$ cat src/rtl/rom_fetch_if.sv
// rom_fetch_if: program ROM read port plus the tagged byte stream toward the core
//   rom_addr/rom_data       : ROM address out, read data back one cycle later
//   byte_valid/data/addr    : FIFO head offered to the core
//   byte_ready              : core accepts the head byte
//   level                   : FIFO occupancy
interface rom_fetch_if #(parameter int DEPTH = 4);
  logic [14:0]            rom_addr;
  logic [7:0]             rom_data;
  logic                   byte_valid;
  logic [7:0]             byte_data;
  logic [14:0]            byte_addr;
  logic                   byte_ready;
  logic [$clog2(DEPTH):0] level;
  modport master(output rom_addr, byte_valid, byte_data, byte_addr, level, input rom_data, byte_ready);
  modport slave(input rom_addr, byte_valid, byte_data, byte_addr, level, output rom_data, byte_ready);
endinterface

$ cat src/rtl/rom_fetch.sv
// rom_fetch: byte-stream prefetcher reading a 32Kx8 synchronous ROM into a tagged FIFO
//   clk         : single clock shared with ROM and core
//   sys_rst_n   : asynchronous active-low reset
//   fetch_en    : allows new ROM reads
//   redir_valid : one-cycle redirect strobe, flushes FIFO and in-flight byte
//   redir_addr  : new fetch address sampled with redir_valid
//   bus         : ROM port and byte stream (rom_fetch_if.master)
module rom_fetch #(
  parameter int          DEPTH      = 4,
  parameter logic [14:0] RESET_ADDR = 15'h0000
) (
  input  logic        clk,
  input  logic        sys_rst_n,
  input  logic        fetch_en,
  input  logic        redir_valid,
  input  logic [14:0] redir_addr,
  rom_fetch_if.master bus
);
  localparam int         AW   = $clog2(DEPTH);
  localparam logic [AW:0] FULL = (AW+1)'(DEPTH);
  localparam logic [0:0] IDLE = 1'b0;
  localparam logic [0:0] RUN  = 1'b1;
  logic [0:0]    state;
  logic          pend;
  logic [14:0]   pend_addr;
  logic [14:0]   fetch_ptr;
  logic [7:0]    mem_data [DEPTH];
  logic [14:0]   mem_addr [DEPTH];
  logic [AW-1:0] wr_ptr;
  logic [AW-1:0] rd_ptr;
  logic [AW:0]   level;
  logic          valid;
  logic          issue;
  logic          push;
  logic          pop;
  // credit counts the in-flight byte so the FIFO can never overflow; a same-cycle pop gives none
  assign issue = state == RUN && fetch_en && !redir_valid && (level + {{AW{1'b0}}, pend} < FULL);
  assign push  = pend && !redir_valid;
  assign valid = |level;
  assign pop   = valid && bus.byte_ready;
  always_ff @(posedge clk or negedge sys_rst_n)
    if (!sys_rst_n) begin
      state     <= IDLE;
      pend      <= 1'b0;
      pend_addr <= '0;
      fetch_ptr <= RESET_ADDR;
      wr_ptr    <= '0;
      rd_ptr    <= '0;
      level     <= '0;
    end else begin
      state <= fetch_en ? RUN : IDLE;
      pend  <= issue;
      if (issue) pend_addr <= fetch_ptr;
      if (redir_valid) begin
        fetch_ptr <= redir_addr;
        wr_ptr    <= '0;
        rd_ptr    <= '0;
        level     <= '0;
      end else begin
        if (issue) fetch_ptr <= fetch_ptr + 15'd1;
        if (push) wr_ptr <= wr_ptr + AW'(1);
        if (pop) rd_ptr <= rd_ptr + AW'(1);
        level <= level + {{AW{1'b0}}, push} - {{AW{1'b0}}, pop};
      end
    end
  always_ff @(posedge clk)
    if (push) begin
      mem_data[wr_ptr] <= bus.rom_data;
      mem_addr[wr_ptr] <= pend_addr;
    end
  assign bus.rom_addr   = fetch_ptr;
  assign bus.level      = level;
  assign bus.byte_valid = valid;
  assign bus.byte_data  = valid ? mem_data[rd_ptr] : '0;
  assign bus.byte_addr  = valid ? mem_addr[rd_ptr] : '0;
endmodule

$ cat src/flat_wrapper.sv
// flat-port wrapper written by rule: the top's interface ports become plain ports
module rom_fetch_flat 
#(
  parameter int          DEPTH      = 4,
  parameter logic [14:0] RESET_ADDR = 15'h0000
)
  (clk, sys_rst_n, fetch_en, redir_valid, redir_addr, bus_rom_addr, bus_byte_valid, bus_byte_data, bus_byte_addr, bus_level, bus_rom_data, bus_byte_ready);
  rom_fetch_if #(.DEPTH(DEPTH)) bus_i ();
  input  logic clk;
  input  logic sys_rst_n;
  input  logic fetch_en;
  input  logic redir_valid;
  input  logic [14:0] redir_addr;
  output wire logic [$bits(bus_i.rom_addr)-1:0] bus_rom_addr;
  output wire logic [$bits(bus_i.byte_valid)-1:0] bus_byte_valid;
  output wire logic [$bits(bus_i.byte_data)-1:0] bus_byte_data;
  output wire logic [$bits(bus_i.byte_addr)-1:0] bus_byte_addr;
  output wire logic [$bits(bus_i.level)-1:0] bus_level;
  input wire logic [$bits(bus_i.rom_data)-1:0] bus_rom_data;
  input wire logic [$bits(bus_i.byte_ready)-1:0] bus_byte_ready;
  assign bus_rom_addr = bus_i.rom_addr;
  assign bus_byte_valid = bus_i.byte_valid;
  assign bus_byte_data = bus_i.byte_data;
  assign bus_byte_addr = bus_i.byte_addr;
  assign bus_level = bus_i.level;
  assign bus_i.rom_data = bus_rom_data;
  assign bus_i.byte_ready = bus_byte_ready;
  rom_fetch #(.DEPTH(DEPTH), .RESET_ADDR(RESET_ADDR)) u_core (.clk(clk), .sys_rst_n(sys_rst_n), .fetch_en(fetch_en), .redir_valid(redir_valid), .redir_addr(redir_addr), .bus(bus_i));
endmodule
$ cat config.mk
export PLATFORM = sky130hd
export DESIGN_NAME = rom_fetch_flat
export DESIGN_NICKNAME = d
export VERILOG_FILES = /design/src/rtl/rom_fetch_if.sv /design/src/rtl/rom_fetch.sv /design/src/flat_wrapper.sv
export SDC_FILE = /design/constraint.sdc
export NUM_CORES = 1
export LEC_CHECK = 0
export BUFFER_PORTS_ARGS = -buffer_cell sky130_fd_sc_hd__buf_2
export CAP_MARGIN = 20
export CORE_MARGIN = 5
export CORE_UTILIZATION = 30
export CTS_CLUSTER_SIZE = 10
export DETAILED_ROUTE_END_ITERATION = 7
export PLACE_DENSITY = 0.49
export SLEW_MARGIN = 20
export SYNTH_ARGS = -nofsm -noshare
export SYNTH_HDL_FRONTEND = slang
export SYNTH_SLANG_ARGS = --single-unit
$ cat constraint.sdc
create_clock -name clk -period 2.5 [get_ports clk]
set_input_delay 0.375 -clock clk [delete_from_list [all_inputs] [get_ports clk]]
set_output_delay 0.375 -clock clk [all_outputs]
set_load 0.03 [all_outputs]
* Yosys cells after proc, flatten, opt, wreduce, memory -nomap -nowiden
Memories as Yosys holds them, arrays and structs flattened.
Cells that the tools add are included.
W data, S select, Z words.
** Word-level totals
- Register bits after elaboration :: 39
- Latch bits :: 0
- Bits in writable memories :: 92
- Memory bits (read-only) :: 0
- Bits of input ports :: 28
- Output and inout port bits :: 42
- Word-level logic and storage cells :: 38
- Memories kept :: 2
** Operators by class
- Add/subtract/negate cells :: 6
- Multipliers :: 0
- Divide/modulo/power cells :: 0
- Magnitude comparators :: 1
- Eq/ne operators :: 0
- Shift operators :: 0
- Mux-type cells :: 12
- Bitwise operators :: 0
- Reduce and logical (&&, ||, !) cells :: 10
** Memory list
- u_core.mem_addr :: words 4, width 15, rd ports 1, clocked after memory_dff 0, wr ports 1, line rom_fetch.sv:28 : logic [14:0] mem_addr [DEPTH];
- u_core.mem_data :: words 4, width 8, rd ports 1, clocked after memory_dff 0, wr ports 1, line rom_fetch.sv:27 : logic [7:0] mem_data [DEPTH];
** Operators by type and width (count)
- $mux W15 :: 3
- $add A15 B1 Y15 const B :: 1
- $mux W2 :: 4
- $mux W8 :: 1
- $add A3 B1 Y3 :: 2
- $reduce_bool A2 Y1 :: 3
- $logic_and A1 B1 Y1 :: 5
- $add A2 B1 Y2 const B :: 2
- $lt A3 B3 Y1 const B :: 1
- $mux W1 :: 3
- $mux W3 :: 1
- $reduce_or A3 Y1 :: 1
- $sub A3 B1 Y3 :: 1
- $logic_not A1 Y1 :: 1

* Depth between registers and ports, before layout
- Word-level depth :: 5
- Mapped depth :: 10
- Mapped depth without buffers :: 9

* Worst setup path before layout
No wires, ideal clock.
- Path kind :: register to register
- Start :: reg u_core.level[1] (netlist: u_core.bus.level[1])
- End :: reg u_core.level[2] (netlist: u_core.bus.level[2])
- Setup time :: 0.131 ns
- Arrival :: 2.294 ns
- Data required time :: 2.369 ns
- Setup slack :: 0.074 ns
- Cell stages (with the launch flop) :: 11
- Path buffers :: 1
- Period minus slack after synthesis :: 2.426 ns
- Path through :: dfrtp_1 or3_1 clkbuf_1 and2_1 ha_1 inv_1 ha_1 inv_1 fa_1 xnor2_1 nor2_1
** On the way
- Cells in the longest elaborated chain, start to end :: 4
- Elaborated cells on any way between the ends :: 5
- Those cells by class :: 2 x add/sub; 1 x mux; 2 x reduce/logical
** RTL lines
- start: declaration :: line rom_fetch.sv:31 : logic [AW:0] level;
- start signal: assignment :: line rom_fetch.sv:63 : level <= level + {{AW{1'b0}}, push} - {{AW{1'b0}}, pop};
- parallel branches: the longest is 2 deep, another holds $add A3 B1 Y3
- $sub A3 B1 Y3 * :: line rom_fetch.sv:63
- $mux W3 * :: line rom_fetch.sv:54 : if (redir_valid) begin
Every way passes the cells marked *.
A chain may end at the register's enable or synchronous reset.

* Worst setup path in the final report
- Start :: reg u_core.rd_ptr[0]
- End :: out bus_byte_addr[11]
** On the way
- Cells in the longest elaborated chain, start to end :: 2
** RTL lines
- start: declaration :: line rom_fetch.sv:30 : logic [AW-1:0] rd_ptr;
- start signal: assignment :: line rom_fetch.sv:62 : if (pop) rd_ptr <= rd_ptr + AW'(1);
- $mem_v2 Z4 W15
- $mux W15 :: line rom_fetch.sv:75 : assign bus.byte_addr = valid ? mem_addr[rd_ptr] : '0;
- end: declaration :: line flat_wrapper.sv:17 : output wire logic [$bits(bus_i.byte_addr)-1:0] bus_byte_addr;
Every way passes these cells.

==> impl_summary.txt <==
----------------------------------------------------
[Floorplan]
  Area of the core ... between 15000 and 20000 sq um
  Full die area ... between 20000 and 25000 sq um
  Cell Rows ... between 40 and 50
  Top-Level Pins ... 70
  Y dimension of the die ... 145 um
  Die width ... 145 um
  Initial cell density of the core ... 30.4%

[STA]
  Setup repair after global routing missed its margin ... no
  Setup TNS after final layout ... 0 ns
  Total setup violations reported at the end of the flow ... 0
  Fin. max-slew vios ... 0
  Worst slew margin ... 39.5%
  Highest achievable clock rate ... 0.423 GHz
  Final period util ... 94.5%
  Time the final worst path needs with I/O delays and setup ... 2.36 ns
  Transition at the pin with the smallest max-transition slack ... slightly above 0.9 ns
  Number of hold-slack violations in the final timing report ... 0
  Worst setup skew after layout ... between 0.007 and 0.008 ns

[Clock tree]
  Largest buffer count on any clock path ... 2
  TritonCTS clock tree ... built
  Clock buffer count from CTS ... 17
  CTS sink cnt ... 131
  Post-CTS repair timing setup buffer count ... 0
  Number of resized instances in the post-cts repair step ... 0
  Worst-Skew Late Latency ... between 0.4 and 0.5 ns
  Number of levels in the clock H-tree ... 4
  Clock root cell ... sky130_fd_sc_hd__clkbuf_16
  Clock slew at reported path FFs ... 0.06 ns
  Hold bufs inserted after CTS ... 0

[Placement]
  IO Port Bufs ... 69
  Routability congestion estimate ... 0.769
  Instance area at placement ... approximately 6100 sq um
  Detailed placer's ending HPWL ... 7370 um

[Power]
  Comb pwr share ... 28.0%
  Total power density per cell area ... 1080 nW/um^2
  Clock group share of total power ... 32.3%
  Static leakage power ... 0.00250 uW
  Power share of the sequential group ... just under 40%
  Maximum resistive drop on vdd ... ~740 uV
  Cell internal pwr ... 4860 uW
  Net switching share of the total power ... 32.2%
  Net Sw Power ... 2310 uW

[Yosys]
  Dominant synthesized flop cell ... sky130_fd_sc_hd__edfxtp_1
  Async SR Flop Fraction ... between 20% and 30%
  Warning count from the yosys run ... 0
  Syn Std Cell Area ... 5460 sq um
  Post-synthesis net count ... 355
  Compound-Gate Fraction of Synth Area ... 4.17%
  Main combinational cell family by area after synthesis ... multiplexers
  Post-synth EDFFs ... between 90 and 100
  Synthesized area per cell ... 17.1 sq um
  Simple logic cell fraction of the synthesized area ... ~8.6%
  Proportion of synthesized chip area in sequential cells ... 68.5%
  Post-Syn Instances ... 319
  Adder-cell share of the synthesized area ... 1.97%
  Top cells by area in the synthesized netlist ... sky130_fd_sc_hd__edfxtp_1, sky130_fd_sc_hd__dfrtp_1, sky130_fd_sc_hd__mux4_2
  Count of state elements after synthesis ... roughly 130
  Cell type with the largest total area after synthesis ... sky130_fd_sc_hd__edfxtp_1
  Xor-xnor portion of the synthesized cell area ... 1.12%
  Multiplexer area fraction after synthesis ... 13.3%
  Library cells used by synthesis ... 42
  Area fraction of the dominant cell type after synthesis ... 50.6%

[Critical path]
  Setup crit start kind ... register
  Critical path start-end classification ... reg -> out
  Worst-path fanout max ... 24
  Data arrival at the endpoint of the critical path ... 1.99 ns
  Worst EP required ... 2.12 ns
  Kind of end point of the critical path ... output port

[Flow run]
  Max-Cap Viols ... 0

[Run status]
  Result of the run ... completed

[Finish]
  Count of fill cells added during filler insertion ... 1723
  Combined area of the multi-input logic cells ... 1600 sq um
  Count of nets after finishing ... around 440
  Area growth syn-to-layout ... 22.1%
  Layout cell share with drive strength beyond 1 ... 36.7%
  Footprint of the flip-flops and latches ... 3740 sq um
  Design Area, Final ... 6660 sq um
  Number of antenna cells inserted ... 0

[Global routing]
  Number of antenna violations at the first check in global routing ... 0
  First-pass GRT wire length ... about 19000 um
  Maximum number of pins on one net before global-route repair ... 40
  All-Layer GR Usage ... 11.9%
  Residual overflow from global routing ... 0
  Number of global-route vias before repair ... between 3000 and 4000

[Detailed routing]
  Final WL ... 11600 um
  Post-detailed-route via-to-cell ratio ... between 4 and 5
  DRC viols ... 0
  Vias ... 3112
  DRT antenna net count ... 0
  TritonRoute pass-1 iters ... 4
  Avg WL per Cell ... 18.0 um
  Initial drt markers ... 146

[Min path]
  Type of the worst min-delay path ... in -> async

----------------------------------------------------
==> layer usage <==
metal,track usage (%),vias to the layer above,share of wire (%)
met2,17.6,95,46
met4,4.12,0,1.2
met3,3.84,13,5.7
li1,-,1417,-
met5,0,-,0
met1,16.6,1587,47
==> cells in the final DEF, fill, tap and decap left out, types with 3 or more instances in the layout <==
cell type,count
sky130_fd_sc_hd__buf_2,69
sky130_fd_sc_hd__clkinv_2,5
sky130_fd_sc_hd__mux4_2,23
sky130_fd_sc_hd__a221o_1,4
sky130_fd_sc_hd__mux2_2,14
sky130_fd_sc_hd__clkbuf_1,4
sky130_fd_sc_hd__dfrtp_1,39
sky130_fd_sc_hd__edfxtp_1,92
sky130_fd_sc_hd__inv_1,7
sky130_fd_sc_hd__o311ai_0,17
sky130_fd_sc_hd__and2_1,28
sky130_fd_sc_hd__nand2_1,17
sky130_fd_sc_hd__nand4_1,3
sky130_fd_sc_hd__nor2_1,6
sky130_fd_sc_hd__ha_1,7
sky130_fd_sc_hd__mux2i_1,3
sky130_fd_sc_hd__nand3_1,6
sky130_fd_sc_hd__xor2_1,4
sky130_fd_sc_hd__xnor2_1,3
sky130_fd_sc_hd__buf_4,10
sky130_fd_sc_hd__clkbuf_16,17
==> sequential cells by signal (all words and copies together) (netlist names), 2 cells and up <==
signal / flops
u_core.wr_ptr: 2
u_core.mem_addr: 60
u_core.bus.level: 3
u_core.rd_ptr: 2
u_core.bus.rom_addr: 15
u_core.mem_data: 32
u_core.pend_addr: 15
==> worst max-delay path, stage by stage, from the launching register on <==
cell	delay (ns)
sky130_fd_sc_hd__dfrtp_1	0.41
sky130_fd_sc_hd__buf_12	0.24
sky130_fd_sc_hd__mux4_2	0.55
sky130_fd_sc_hd__and2_1	0.17
sky130_fd_sc_hd__buf_2	0.17
==> cells by family (layout without fill, tap and decap cells) <==
| family | count (synthesis) | after routing |
|---|---|---|
| muxes | 41 | 41 |
| xor gates and xnor gates | 7 | 7 |
| AOI/OAI and AO/OA | 26 | 26 |
| DFF | 131 | 131 |
| adders and majority gates | 8 | 8 |
| and+or+nand+nor | 80 | 80 |
| buffers and inverters | 26 | 121 |
==> worst paths after layout <==
path                                             startpoint                               end  slack [ns]  cells past startpoint
max                            u_core.rd_ptr[0]$_DFFE_PN0P_                 bus_byte_addr[11]        0.14                      4
min                                               sys_rst_n  u_core.pend_addr[10]$_DFFE_PN0P_        0.09                      1
max reg2reg                   u_core.bus.level[0]$_DFF_PN0_     u_core.bus.level[2]$_DFF_PN0_        0.33                      9
min reg2reg                u_core.pend_addr[11]$_DFFE_PN0P_  u_core.mem_addr[0][11]$_DFFE_PP_        0.52                      0
max in group asynchronous                         sys_rst_n  u_core.pend_addr[14]$_DFFE_PN0P_        1.83                      1
min in group clk                                   fetch_en            u_core.state$_DFF_PN0_        0.11                      1
==> area by class of cell <==
class                           count  area share [%]
Multi-Input combinational cell    162            23.9
Clock inverter                     11            1.69
Tap cell                          229            4.30
Inverter                            8           0.451
Sequential cell                   131            56.1
Timing Repair Buffer               81            6.91
Clock buffer                       21            6.61
==> synth_stat cells (3+ instances only) <==
cell type,count
sky130_fd_sc_hd__a221o_1,4
sky130_fd_sc_hd__mux2_2,14
sky130_fd_sc_hd__mux2i_1,3
sky130_fd_sc_hd__nand4_1,3
sky130_fd_sc_hd__mux4_2,23
sky130_fd_sc_hd__xor2_1,4
sky130_fd_sc_hd__and2_1,28
sky130_fd_sc_hd__xnor2_1,3
sky130_fd_sc_hd__edfxtp_1,92
sky130_fd_sc_hd__clkbuf_1,7
sky130_fd_sc_hd__nor2_1,6
sky130_fd_sc_hd__nand3_1,6
sky130_fd_sc_hd__nand2_1,17
sky130_fd_sc_hd__dfrtp_1,39
sky130_fd_sc_hd__o311ai_0,17
sky130_fd_sc_hd__buf_2,5
sky130_fd_sc_hd__inv_1,7
sky130_fd_sc_hd__ha_1,7
==> power by group through the flow <==
stage	clock, uW	sequential [uW]	combinational, uW
after floorplan	0	2900	1370
after global placement	0	2870	2060
after detailed placement	0	2890	2080
after CTS	2370	2850	2080
after global routing	2480	2890	2210
final	2320	2850	2010
==> per-stage QoR <==
step / utilization (%) / setup WS [ns] / hold WS (ns) / std cells / total power, uW
finish: 37.1 / 0.137 / 0.0904 / 643 / 7180
global route: 37.1 / 0.0212 / 0.0997 / 643 / 7570
CTS: 37.1 / 0.0782 / 0.0853 / 643 / 7300
detailed placement: 34.0 / 0.327 / 0.506 / 611 / 4970
global placement: 34.0 / 0.375 / 0.493 / 611 / 4930
floorplan: - / 0.0744 / 0.0794 / 319 / 4270
(Power assumes the default switching activity.)
